File: src/rtl/spi_cmd_ctrl.sv
// Command sequencer behind the SPI slave byte receiver: turns framed header/data bytes
// into writes and reads of a 16 x 8 configuration register file.
module spi_cmd_ctrl #(
  parameter logic [7:0] DEVICE_ID = 8'hA5
) (
  input  logic         clk,
  input  logic         rst_n,
  input  logic [7:0]   cmd,
  input  logic         cmd_valid,
  input  logic         ssel_active,
  output logic [7:0]   tx_byte,
  output logic         tx_load,
  output logic [127:0] cfg,
  output logic         wr_strobe,
  output logic [3:0]   wr_addr,
  output logic [7:0]   err_count
);

  typedef enum logic [2:0] {
    ST_IDLE = 3'd0,
    ST_HDR  = 3'd1,
    ST_WR   = 3'd2,
    ST_RD   = 3'd3,
    ST_ERR  = 3'd4
  } state_t;

  state_t      state_r, state_next_s;
  logic [3:0]  ptr_r, ptr_next_s;
  logic [3:0]  rd_addr_s;
  logic        hdr_evt_s, err_evt_s, wr_evt_s, rd_evt_s;
  logic [7:0]  regs_r [16];
  logic [7:0]  tx_byte_r, err_count_r;
  logic        tx_load_r, wr_strobe_r;
  logic [3:0]  wr_addr_r;

  // Next-state and byte-event decode; IDLE accepts a header arriving with SSEL rising.
  always_comb begin
    state_next_s = state_r;
    ptr_next_s   = ptr_r;
    rd_addr_s    = ptr_r;
    hdr_evt_s    = 1'b0;
    err_evt_s    = 1'b0;
    wr_evt_s     = 1'b0;
    rd_evt_s     = 1'b0;
    if (!ssel_active) begin
      state_next_s = ST_IDLE;
    end else begin
      case (state_r)
        ST_IDLE: begin
          state_next_s = ST_HDR;
          hdr_evt_s    = cmd_valid;
        end
        ST_HDR:  hdr_evt_s = cmd_valid;
        ST_WR: begin
          if (cmd_valid) begin
            wr_evt_s   = 1'b1;
            ptr_next_s = ptr_r + 4'd1;
          end else begin
            wr_evt_s   = 1'b0;
          end
        end
        ST_RD: begin
          if (cmd_valid) begin
            rd_evt_s   = 1'b1;
            ptr_next_s = ptr_r + 4'd1;
          end else begin
            rd_evt_s   = 1'b0;
          end
        end
        ST_ERR:  state_next_s = ST_ERR;
        default: state_next_s = ST_IDLE;
      endcase
      if (hdr_evt_s) begin
        if (cmd[6:4] != 3'b000) begin
          state_next_s = ST_ERR;
          err_evt_s    = 1'b1;
        end else if (cmd[7]) begin
          state_next_s = ST_WR;
          ptr_next_s   = cmd[3:0];
        end else begin
          // First reply goes out immediately, so the pointer skips past it.
          state_next_s = ST_RD;
          rd_evt_s     = 1'b1;
          rd_addr_s    = cmd[3:0];
          ptr_next_s   = cmd[3:0] + 4'd1;
        end
      end else begin
        rd_addr_s = ptr_r;
      end
    end
  end

  // State and address pointer registers.
  always_ff @(posedge clk or negedge rst_n) begin
    if (!rst_n) begin
      state_r <= ST_IDLE;
      ptr_r   <= 4'd0;
    end else begin
      state_r <= state_next_s;
      ptr_r   <= ptr_next_s;
    end
  end

  // Register file, reply path, write strobe and error counter.
  always_ff @(posedge clk or negedge rst_n) begin
    if (!rst_n) begin
      regs_r[0] <= DEVICE_ID;
      for (int k = 1; k < 16; k++) begin
        regs_r[k] <= 8'h00;
      end
      tx_byte_r   <= 8'h00;
      tx_load_r   <= 1'b0;
      wr_strobe_r <= 1'b0;
      wr_addr_r   <= 4'd0;
      err_count_r <= 8'h00;
    end else begin
      tx_load_r   <= rd_evt_s;
      wr_strobe_r <= wr_evt_s && (ptr_r != 4'd0);
      if (rd_evt_s) begin
        tx_byte_r <= regs_r[rd_addr_s];
      end
      // Address 0 holds the device ID and is never written.
      if (wr_evt_s && (ptr_r != 4'd0)) begin
        regs_r[ptr_r] <= cmd;
        wr_addr_r     <= ptr_r;
      end
      if (err_evt_s && (err_count_r != 8'hFF)) begin
        err_count_r <= err_count_r + 8'd1;
      end
    end
  end

  for (genvar k = 0; k < 16; k++) begin : g_cfg
    assign cfg[8*k +: 8] = regs_r[k];
  end

  assign tx_byte   = tx_byte_r;
  assign tx_load   = tx_load_r;
  assign wr_strobe = wr_strobe_r;
  assign wr_addr   = wr_addr_r;
  assign err_count = err_count_r;

endmodule

File: config.mk
export PLATFORM = sky130hd
export DESIGN_NAME = spi_cmd_ctrl
export DESIGN_NICKNAME = d
export VERILOG_FILES = /design/src/rtl/spi_cmd_ctrl.sv
export SDC_FILE = /design/constraint.sdc
export NUM_CORES = 1
export LEC_CHECK = 0
export ABC_CLOCK_PERIOD_IN_PS = 3800
export CAP_MARGIN = 20
export CORE_MARGIN = 1.5
export CORE_UTILIZATION = 40
export DETAILED_ROUTE_END_ITERATION = 10
export PLACE_DENSITY_LB_ADDON = 0.08
export SKIP_CTS_REPAIR_TIMING = 1
export SYNTH_ARGS = -nofsm -noshare
export SYNTH_HDL_FRONTEND = slang
export SYNTH_SLANG_ARGS = --single-unit
File: constraint.sdc
create_clock -name clk -period 3.8 [get_ports clk]
set_clock_uncertainty 0.05 [all_clocks]
set_input_delay 1.14 -clock clk [delete_from_list [all_inputs] [get_ports clk]]
set_output_delay 1.14 -clock clk [all_outputs]
set_load 0.05 [all_outputs]
== After elaboration in Yosys (flattened, before gate mapping) ==
Index checks and enable logic that the tools add are counted.

* Bitwise gates (word level): 2
* Magnitude comparators: 3
* Multiplexer cells: 33
* Add/sub/neg operators: 3
* Equal/unequal tests: 6
* Reduce and logical (&&, ||, !) cells: 9

{| class="wikitable"
|+ Operators by type and width
! kind !! number
|-
| $bwmux 128 || 1
|-
| $mux 4 || 9
|-
| $bmux 8 s4 || 1
|-
| $demux 8 s4 || 1
|-
| $mux 8 || 3
|-
| $mux 1 || 14
|-
| $ge 5x5->1 const B || 2
|-
| $not 4->5 || 2
|-
| $mux 3 || 3
|-
| $pmux 3 s3 || 1
|-
| $add 4x1->4 const B || 2
|-
| $add 8x1->8 const B || 1
|-
| $ne 8x8->1 const B || 1
|-
| $eq 3x2->1 const B || 2
|-
| $lt 5x1->1 const B || 1
|-
| $reduce_bool 4->1 || 1
|-
| $reduce_or 2->1 || 2
|-
| $eq 3x1->1 const B || 1
|-
| $eq 3x3->1 const B || 1
|-
| $logic_and 1x1->1 || 3
|-
| $logic_not 3->1 || 1
|-
| $ne 3x2->1 const B || 1
|-
| $reduce_bool 3->1 || 1
|-
| $reduce_or 3->1 || 1
|}

* Bits of input ports: 12
* Register bits: 157

== Longest topological paths before layout ==
* Word-level depth: 10
* Mapped depth: 9

== Least setup slack after synthesis ==
Ideal clock, no wire load.

* Path kind: input to register
* From: in cmd[5]
* To: reg tx_byte_r[5] (netlist: tx_byte[5])
* Data required time: 3619 ps
* Cell stages on the path: 8
* Arrival: 3030 ps
* Setup time: 131 ps
* Slack: 589 ps
* Buffers on the path: 2
* Cell sequence: or3_1 -> buf_6 -> nor3_4 -> mux2i_2 -> buf_6 -> mux4_2 -> a22oi_1 -> nand3_1

* Longest elaborated chain between the ends: 8
* Elaborated cells on any way between the ends: 11
* Classes of those cells: 9 x mux; 1 x bitwise; 1 x reduce/logical

{| class="wikitable"
|+ Ends and longest elaborated chain
! what !! line !! source
|-
| start, declared || 8 || <nowiki>input logic [7:0] cmd,</nowiki>
|-
| $reduce_bool 3->1 * || 74 || <nowiki>if (cmd[6:4] != 3'b000) begin</nowiki>
|-
| $mux 4 || 74 ||
|-
| $mux 4 || 73 || <nowiki>if (hdr_evt_s) begin</nowiki>
|-
| $mux 4 || 45 || <nowiki>if (!ssel_active) begin</nowiki>
|-
| $not 4->5 (implied by the code) || 120 || <nowiki>tx_byte_r <= regs_r[rd_addr_s];</nowiki>
|-
| $bmux 8 s4 || 120 ||
|-
| $mux 8 (implied by the code) (2 in a row) || 120 ||
|-
| end signal, assigned || 120 ||
|-
| end, declared || 32 || <nowiki>logic [7:0] tx_byte_r, err_count_r;</nowiki>
|}

Every way passes the cells marked *; elsewhere a longest branch is shown, timed or not. The select of a mux whose other input is x is not followed.
A chain may end at the register's enable or synchronous reset.

== Worst setup path after layout ==
* From: in cmd[5]
* To: reg tx_byte_r[4] (netlist: tx_byte[4])

Same word-level chain as after synthesis.

==> metrics.md <==
| Metric | Value |
|---|---|
| Row Count | `49` |
| Number of diodes | `0` |
| Worst ir drop on vdd | `roughly 0.00035 V` |
| Hold Violations, Final | `0` |
| GRT Total Usage | `a little under a quarter` |
| Vert. Die Dim | `around 140 µm` |
| GP Congestion | `between 0.8 and 0.9` |
| DRC | `0` |
| Rel. slew slack | `between 30% and 40%` |
| HP Start | `cfg[7]` |
| Initial antenna violation count | `0` |
| CTS buffer count | `17` |
| Post-synth EDFFs | `0` |
| CTS Buffer Depth | `2` |
| Design area | `about 10000 µm²` |
| Synth Register Bits | `approximately 160` |
| Proportion of synthesized chip area in sequential cells | `between 50 and 60%` |
| Post-Synthesis Net Count | `556` |
| # Max-Cap Violations | `0` |
| Status | `completed` |
| Core Util, Final | `55.7%` |
| Post-Syn Area | `7310 µm²` |
| Critical Path AT | `3.65 ns` |
| Vias in the first global route | `5,568` |
| Post-synth ARST share | `100%` |
| Synth Warn # | `0` |
| Worst setup SP type | `input pin` |
| Die area | `19,100 µm²` |
| Leakage Power | `roughly 4.6 nW` |
| Final hold slack | `between 0.3 and 0.4 ns` |
| Highest achievable clock rate | `between 200 and 300 MHz` |
| Port Buffers | `around 160` |
| Netlist cell types | `50` |
| Hold Path Class | `reg -> reg` |
| Initial Util | `about two fifths` |
| DRT iter0 DRCs | `314` |
| Crit. End Element | `flop` |
| Reg2reg start | `state_r[1]` |
| Routed Antenna Nets | `0` |
| Crit Path Class | `in -> reg` |
| Clk slew on worst S/H paths | `approximately 0.06 ns` |
| Placed cell areas | `9410 µm²` |
| Clock period minus worst slack | `3.41 ns` |
| Synthesis-to-finish area growth | `36.8%` |
| H-tree levels | `4` |
| Nets | `742` |
| Setup-failing EPs final | `0` |
| Worst-path fanout max | `6` |
| Clk_lat worst skew | `0.42 ns` |
| Pwr dens | `465 nW/µm²` |
| # clock sinks | `~160` |
| CTS tree | `yes` |
| Die width | `between 100 and 150 µm` |
| First-pass GRT wire length | `33,500 µm` |
| Overall routed net length | `20,900 µm` |
| Final Total Pwr | `4.65 mW` |
| Synth Instances | `about 540` |
| Largest net degree at the start of global routing | `100` |
| Gr ovfl total | `0` |
| DR WL/cell | `21.6 µm` |
| Drt pass-1 iters | `4` |
| Layout cells sized above 1 | `a little under a third` |
| Syn Area/Cell | `about 14 µm²` |
| Critical Path RT | `about 4.1 ns` |
| Worst-margin pin slew | `a little over 1 ns` |
| Setup TNS | `0 ns` |
| Ports | `approximately 160` |
| RSZ-0062 raised after global routing | `false` |
| Top FF cell, synth | `dfrtp_1` |
| Core box area | `18,000 µm²` |
| Final Max Tran Viols | `0` |
| Dpl hpwl | `roughly 15,000 µm` |
| Fill count | `1,506` |
| CP Launch Point | `cmd[5]` |
| Via density | `around 5.5` |
| Final period utilization | `~90%` |
| CTS Root Buffer Type | `clkbuf_16` |
| Via count | `5,323` |
==> path summary, 6_finish.rpt <==
path	end	slack, ns	cells after the start
max	tx_byte[4]	0.39	9
min	cfg[7]	0.33	0
max reg2reg	tx_byte[7]	1.31	9
min reg2reg	cfg[7]	0.33	0
max in group asynchronous	cfg[75]	2.38	2
min in group asynchronous	cfg[39]	0.70	2
==> cell usage after synthesis (2+ instances only) <==
library cell / number / area [µm²]
a211o_1: 8 / 70.1
a21o_1: 2 / 15.0
a21oi_1: 8 / 40.0
a22oi_1: 17 / 128
a31oi_1: 11 / 68.8
a32oi_1: 2 / 17.5
and2_1: 4 / 25.0
and3_1: 15 / 93.8
buf_1: 2 / 7.51
buf_2: 5 / 25.0
buf_6: 5 / 56.3
clkbuf_1: 29 / 109
dfrtp_1: 153 / 3830
dfstp_2: 4 / 105
ha_1: 6 / 75.1
inv_1: 9 / 33.8
mux2_2: 119 / 1340
mux2i_1: 2 / 20.0
mux4_1: 5 / 131
mux4_2: 19 / 428
nand2_1: 24 / 90.1
nand2b_1: 8 / 50.1
nand3_1: 20 / 100
nand4_1: 7 / 43.8
nand4b_1: 2 / 17.5
nor2_1: 2 / 7.51
nor3_1: 4 / 20.0
o21ai_0: 16 / 80.1
xnor2_1: 7 / 61.3
xor2_1: 3 / 26.3
==> placed cells by master (no fill, tap or decap), drive strengths merged, types with 2 or more instances in the layout <==
cell type      synthesis  final
inv                    9     10
nand2b                 8      8
ha                     6      6
a21o                   2      2
buf                   13     49
clkdlybuf4s50          0    160
nand4                  7      7
mux2                 119    119
mux2i                  3      3
xnor2                  7      7
a21oi                  8      8
nand2                 25     25
nor2                   2      2
clkbuf                29     22
a32oi                  2      2
bufinv                 0      2
mux4                  24     24
and2                   4      4
o21ai                 17     17
dfrtp                153    153
a31oi                 11     11
nand4b                 2      2
nand3                 20     20
xor2                   3      3
clkinvlp               0      2
and3                  15     15
a22oi                 17     17
dfstp                  4      4
a211o                  8      8
nor3                   5      5
clkinv                 0      5
==> critical path, stage by stage <==
cell	delay, ns
clkdlybuf4s50_1	0.44
nor3_1	0.35
buf_4	0.20
nand3_1	0.17
nand2_4	0.15
buf_4	0.19
mux4_1	0.58
a22oi_1	0.31
nand3_1	0.11
==> sequential cells by signal (all words and copies together) (netlist names) <==
name and count:
cfg 128, err_count 8, tx_byte 8, ptr_r 4, wr_addr 4, state_r 3, tx_load 1, wr_strobe 1
==> cell type report <==
type | count | area [µm²] | area share [%]
Multi-Input combinational cell | 330 | 3130 | 31.3
Inverter | 9 | 33.8 | 0.338
Clock buffer | 22 | 474 | 4.74
Clock inverter | 10 | 113 | 1.13
Timing Repair Buffer | 209 | 2020 | 20.2
Sequential cell | 157 | 3930 | 39.3
Tap cell | 229 | 287 | 2.87
==> metrics by stage <==
step | setup WS [ns] | cells
2_1_floorplan | 0.589 | 538
3_3_place_gp | -0.0908 | 934
3_5_place_dp | -0.0439 | 934
4_1_cts | 0.396 | 966
5_1_grt | 0.322 | 966
6_report | 0.394 | 966
==> where the power goes <==
part           total (mW)  switching, mW  internal [mW]
sequential           1.88          0.112           1.77
clock                1.69          0.671           1.02
combinational        1.08          0.667          0.413
==> cell families (layout without fill, tap and decap cells) <==
group / Yosys count / after routing / synth area share, %
buffers and inverters: 51 / 250 / 3.27
and+or+nand+nor: 98 / 98 / 7.64
DFF: 157 / 157 / 53.8
xor gates and xnor gates: 10 / 10 / 1.20
muxes: 146 / 146 / 26.5
adders and majority gates: 6 / 6 / 1.03
AOI/OAI and AO/OA: 70 / 70 / 6.56
==> layer usage <==
| metal | part of all wire (%) | track usage, % | vias to the layer above | routed length [µm] |
|---|---|---|---|---|
| met3 | 7.1 | 6.79 | 16 | 1490 |
| met4 | 1.2 | 5.65 | 0 | 255 |
| met2 | 48 | 36.2 | 191 | 10000 |
| met1 | 44 | 30.8 | 2729 | 9100 |
| li1 | - | - | 2387 | - |
| met5 | 0 | 0 | - | 0 |
Note: power is estimated with default switching activity, not from simulation.
